==> src/rtl/serial_sub.sv <==
// Bit-serial subtractor: computes a - b LSB first, one bit per clock, through a single
// full-subtractor cell and borrow flop. The result is held until the next operation completes.
module serial_sub #(
  parameter int unsigned WIDTH = 8
) (
  input  logic             clk,
  input  logic             reset_n,
  input  logic             start,
  input  logic [WIDTH-1:0] a,
  input  logic [WIDTH-1:0] b,
  output logic             busy,
  output logic             done,
  output logic [WIDTH-1:0] diff,
  output logic             borrow,
  output logic             ovf
);

  localparam int unsigned CntW = (WIDTH > 1) ? $clog2(WIDTH) : 1;
  localparam logic [CntW-1:0] CntLast = CntW'(WIDTH - 1);

  typedef enum logic [1:0] {StIdle, StRun, StDone} state_e;

  state_e state_q, state_d;

  logic [WIDTH-1:0] a_sh_q, a_sh_d, b_sh_q, b_sh_d;
  logic [WIDTH-1:0] res_q, res_d, diff_q, diff_d;
  logic [CntW-1:0]  cnt_q, cnt_d;
  logic br_q, br_d, a_msb_q, a_msb_d, b_msb_q, b_msb_d;
  logic borrow_q, borrow_d, ovf_q, ovf_d;

  logic a0, b0, d_bit, br_next;

  assign a0      = a_sh_q[0];
  assign b0      = b_sh_q[0];
  assign d_bit   = a0 ^ b0 ^ br_q;
  assign br_next = (~a0 & b0) | (~(a0 ^ b0) & br_q);

  always_comb begin
    state_d  = state_q;
    a_sh_d   = a_sh_q;
    b_sh_d   = b_sh_q;
    res_d    = res_q;
    cnt_d    = cnt_q;
    br_d     = br_q;
    a_msb_d  = a_msb_q;
    b_msb_d  = b_msb_q;
    diff_d   = diff_q;
    borrow_d = borrow_q;
    ovf_d    = ovf_q;
    unique case (state_q)
      StIdle: begin
        if (start) begin
          a_sh_d  = a;
          b_sh_d  = b;
          a_msb_d = a[WIDTH-1];
          b_msb_d = b[WIDTH-1];
          res_d   = '0;
          br_d    = 1'b0;
          cnt_d   = '0;
          state_d = StRun;
        end
      end
      StRun: begin
        a_sh_d = a_sh_q >> 1;
        b_sh_d = b_sh_q >> 1;
        // Each difference bit enters at the MSB so bit i lands at position i after WIDTH shifts.
        res_d  = (res_q >> 1) | (WIDTH'(d_bit) << (WIDTH - 1));
        br_d   = br_next;
        cnt_d  = cnt_q + CntW'(1);
        if (cnt_q == CntLast) begin
          diff_d   = res_d;
          borrow_d = br_next;
          // d_bit is the result MSB on the final shift.
          ovf_d    = (a_msb_q ^ b_msb_q) & (d_bit ^ a_msb_q);
          state_d  = StDone;
        end
      end
      StDone:  state_d = StIdle;
      default: state_d = StIdle;
    endcase
  end

  always_ff @(posedge clk) begin
    if (!reset_n) begin
      state_q  <= StIdle;
      a_sh_q   <= '0;
      b_sh_q   <= '0;
      res_q    <= '0;
      cnt_q    <= '0;
      br_q     <= 1'b0;
      a_msb_q  <= 1'b0;
      b_msb_q  <= 1'b0;
      diff_q   <= '0;
      borrow_q <= 1'b0;
      ovf_q    <= 1'b0;
    end else begin
      state_q  <= state_d;
      a_sh_q   <= a_sh_d;
      b_sh_q   <= b_sh_d;
      res_q    <= res_d;
      cnt_q    <= cnt_d;
      br_q     <= br_d;
      a_msb_q  <= a_msb_d;
      b_msb_q  <= b_msb_d;
      diff_q   <= diff_d;
      borrow_q <= borrow_d;
      ovf_q    <= ovf_d;
    end
  end

  assign busy   = (state_q == StRun);
  assign done   = (state_q == StDone);
  assign diff   = diff_q;
  assign borrow = borrow_q;
  assign ovf    = ovf_q;

endmodule

==> config.mk <==
export PLATFORM = sky130hd
export DESIGN_NAME = serial_sub
export DESIGN_NICKNAME = d
export VERILOG_FILES = /design/src/rtl/serial_sub.sv
export SDC_FILE = /design/constraint.sdc
export NUM_CORES = 1
export LEC_CHECK = 0
export CAP_MARGIN = 30
export CORE_MARGIN = 4
export CORE_UTILIZATION = 56
export DETAILED_ROUTE_END_ITERATION = 16
export PLACE_DENSITY = 0.84
export SLEW_MARGIN = 15
export SYNTH_ARGS = -nofsm -noshare
export SYNTH_HDL_FRONTEND = slang
export SYNTH_SLANG_ARGS = --single-unit
export TNS_END_PERCENT = 20
==> constraint.sdc <==
create_clock -name clk -period 2.3 [get_ports clk]
set_clock_uncertainty 0.05 [all_clocks]
set_input_delay 0.46 -clock clk [delete_from_list [all_inputs] [get_ports clk]]
set_output_delay 0.46 -clock clk [all_outputs]
set_load 0.01 [all_outputs]
==> out/results.txt <==
final WL - 3.466 mm
Clock Latency Late Sink - 0.34 ns
Area Growth Syn to Fin - 19.13%
worst setup path startpoint - state_q[1]$_SDFFE_PN0P_
final setup vio count - 0
worst slack, placed - 0.3127 ns
CTS tree - done
Detail Route Antenna Nets - 0
Worst Max-Slew Pin Slew - 0.4446 ns
drt first pass iters - 4
core box area - 3078 µm²
via count - 1397
row count - 20
Cell Area, Synth - 1805 µm²
DRC viols - 0
PD cells - 599.4 nW/µm²
Detailed Route Iter0 Violations - 94
fin. max-slew vios - 0
post-DR vias/cell - 5.478
#FFs+latches synth - 41
Synth Area per Inst - 9.866 µm²
WL per Instance - 13.59 µm
GRT Overall Usage - 0.1826
top-level port count - 31
die width - 64.78 µm
critical path required time - 1.79 ns
Worst setup EP type - primary output
gr ovfl total - 0
PnR worst setup slack - 0.2587 ns
largest net degree at the start of global routing - 41
initial antenna violation count - 0
MaxCap Viol Count - 0
Reg-to-Reg End - ovf$_SDFFE_PN0P_
htree depth - 2
sequential area share after synthesis - 0.4546
f_max - 489.9 MHz
Post-Syn Nets - 205
clk sink count - 41
Crit path largest cell delay - 0.54 ns
Total Die Area - 4196 µm²
VDD IR max - 0.4069 mV
final worst path period share - 0.8875
YS warnings - 0
Placer Congestion - 0.6882
Final Hold Vio Count - 0
worst-case clock buffer depth - 2
ANT cells - 0
Leak - 0.0009085 µW
Port-buffer cells - 30
r2r worst-path depth - 3
Distinct cells, synth - 32
ys async rst share - 0
Max-slew headroom - 0.7036
fin nets - 233
status - completed
crit-path max FO - 14
startpoint types - register
initial core utilization - 0.5866
RSZ-0062 raised after global routing - false
Fill cells - 253
layout cell share with drive strength beyond 1 - 0.08057
Primary FF master, synth - dfxtp_1
Die H - 64.78 µm
kind of critical path - reg2out
DP Wirelength - 2.472 mm
worst r2r src - a_sh_q[0]$_SDFFE_PN0P_
flop-to-flop setup slack - 0.64 ns
vias in the first global route - 1351
number of synthesized flops with an enable pin - 0
crit path capture - done
crit path DAT - 1.53 ns
TritonCTS Buffers - 5
class of the worst hold path - reg2reg
Critical-path top delay cell - clkdlybuf4s50_1
CTS Root Cell - clkbuf_4
worst path cell trace - nor2b_1, clkdlybuf4s50_1
Syn Inst Count - 183
crit path time final - 2.041 ns
CTS clk-pin slew, worst paths - 0.11 ns
first-pass GRT wire length - 6.051 mm
setup_tns - 0 ns
==> worst max-delay path, delay by kind of cell (launching register included) <==
kind,cells,cell delay (ns)
flip-flops,1,0.49
AND/OR/NAND/NOR,1,0.16
buffers and inverters,1,0.54
==> cell usage after synthesis (2+ instances only) <==
cell | number | share of area
dfxtp_1 | 41 | 0.45
nand2_1 | 33 | 0.069
mux2i_1 | 13 | 0.072
o211a_1 | 13 | 0.072
nor2b_1 | 11 | 0.038
a22oi_1 | 10 | 0.042
a21boi_0 | 9 | 0.037
nand2b_1 | 6 | 0.021
nor2_1 | 5 | 0.010
clkbuf_1 | 4 | 0.0083
inv_1 | 4 | 0.0083
a21boi_1 | 3 | 0.012
buf_4 | 3 | 0.012
buf_6 | 3 | 0.019
o21ai_0 | 3 | 0.0083
a21oi_1 | 2 | 0.0055
buf_2 | 2 | 0.0055
ha_1 | 2 | 0.014
nor3b_2 | 2 | 0.014
o2111a_1 | 2 | 0.012
==> worst min-delay path by stage <==
stage                                from              endpoint  cells past startpoint
finish               diff[3]$_SDFFE_PN0P_  diff[3]$_SDFFE_PN0P_                      2
global route         diff[2]$_SDFFE_PN0P_  diff[2]$_SDFFE_PN0P_                      2
CTS                  diff[3]$_SDFFE_PN0P_  diff[3]$_SDFFE_PN0P_                      2
detailed placement   diff[3]$_SDFFE_PN0P_  diff[3]$_SDFFE_PN0P_                      2
global placement     diff[7]$_SDFFE_PN0P_  diff[7]$_SDFFE_PN0P_                      2
floorplan           res_q[1]$_SDFFE_PN0P_  diff[0]$_SDFFE_PN0P_                      2
==> cell families (layout without fill, tap and decap cells) <==
group	Yosys count	after routing	share of synthesized area
AOI/OAI and AO/OA	45	45	0.2030
and+or+nand+nor	64	64	0.1837
buffers and inverters	17	45	0.06167
DFF	41	41	0.4546
adders and majority gates	3	3	0.02495
muxes	13	13	0.07207
==> layout make-up <==
type | instances | area [µm²] | share of cell area
multi-input cells | 125 | 873.3 | 0.4061
flip-flops and latches | 41 | 822.0 | 0.3822
repair buffers | 34 | 330.3 | 0.1536
clock buffers | 7 | 55.05 | 0.02560
well taps | 44 | 55.05 | 0.02560
inverters | 4 | 15.01 | 0.006981
==> registers in the layout, summed over array words and instances, names as in the netlist, 2 cells and up <==
register / cells
diff: 8
a_sh_q: 8
state_q: 2
b_sh_q: 8
cnt_q: 3
res_q: 7
==> per-layer routing <==
layer | vias to the layer above | global-route usage | part of all wire
li1 | 685 | - | -
met1 | 672 | 0.2191 | 0.45
met2 | 40 | 0.3180 | 0.51
met3 | 0 | 0.06239 | 0.046
met4 | 0 | 0.03166 | 0
met5 | - | 0 | 0
==> power breakdown <==
group | switching (µW) | total, µW | internal, µW
sequential | 18.8 | 760 | 741
clock | 212 | 357 | 145
combinational | 79.4 | 172 | 93.0
total | 310 | 1290 | 979
==> per-stage QoR <==
stage / area (µm²) / total power (µW) / hold slack, ns / utilization / cells
floorplan: 1805 / 894.8 / 0.3907 / - / 183
global placement: 2095 / 937.8 / 0.3905 / 0.6805 / 248
detailed placement: 2095 / 948.8 / 0.4021 / 0.6805 / 248
CTS: 2150 / 1299 / 0.4173 / 0.6984 / 255
global route: 2151 / 1356 / 0.4409 / 0.6988 / 255
finish: 2151 / 1289 / 0.4103 / 0.6988 / 255
==> timing repair <==
item	in CTS	in global routing
resized for setup	0	1
setup buffers	0	0
hold buffers	0	0
setup endpoints to repair	0	1
==> cell usage in the layout (no fill, tap or decap), types with 2 or more instances in the layout <==
master / netlist / layout
clkdlybuf4s50_1: 0 / 30
inv_1: 4 / 4
clkbuf_4: 0 / 5
nor2b_1: 11 / 11
dfxtp_1: 41 / 40
a21boi_0: 9 / 9
o211a_1: 13 / 13
a21boi_1: 3 / 3
nand2b_1: 6 / 6
nor3b_2: 2 / 2
o21ai_0: 3 / 3
mux2i_1: 13 / 13
buf_4: 3 / 4
a21oi_1: 2 / 2
nand2_1: 33 / 33
nor2_1: 5 / 5
ha_1: 2 / 2
a22oi_1: 10 / 10
o2111a_1: 2 / 2
(Power assumes the default switching activity.)
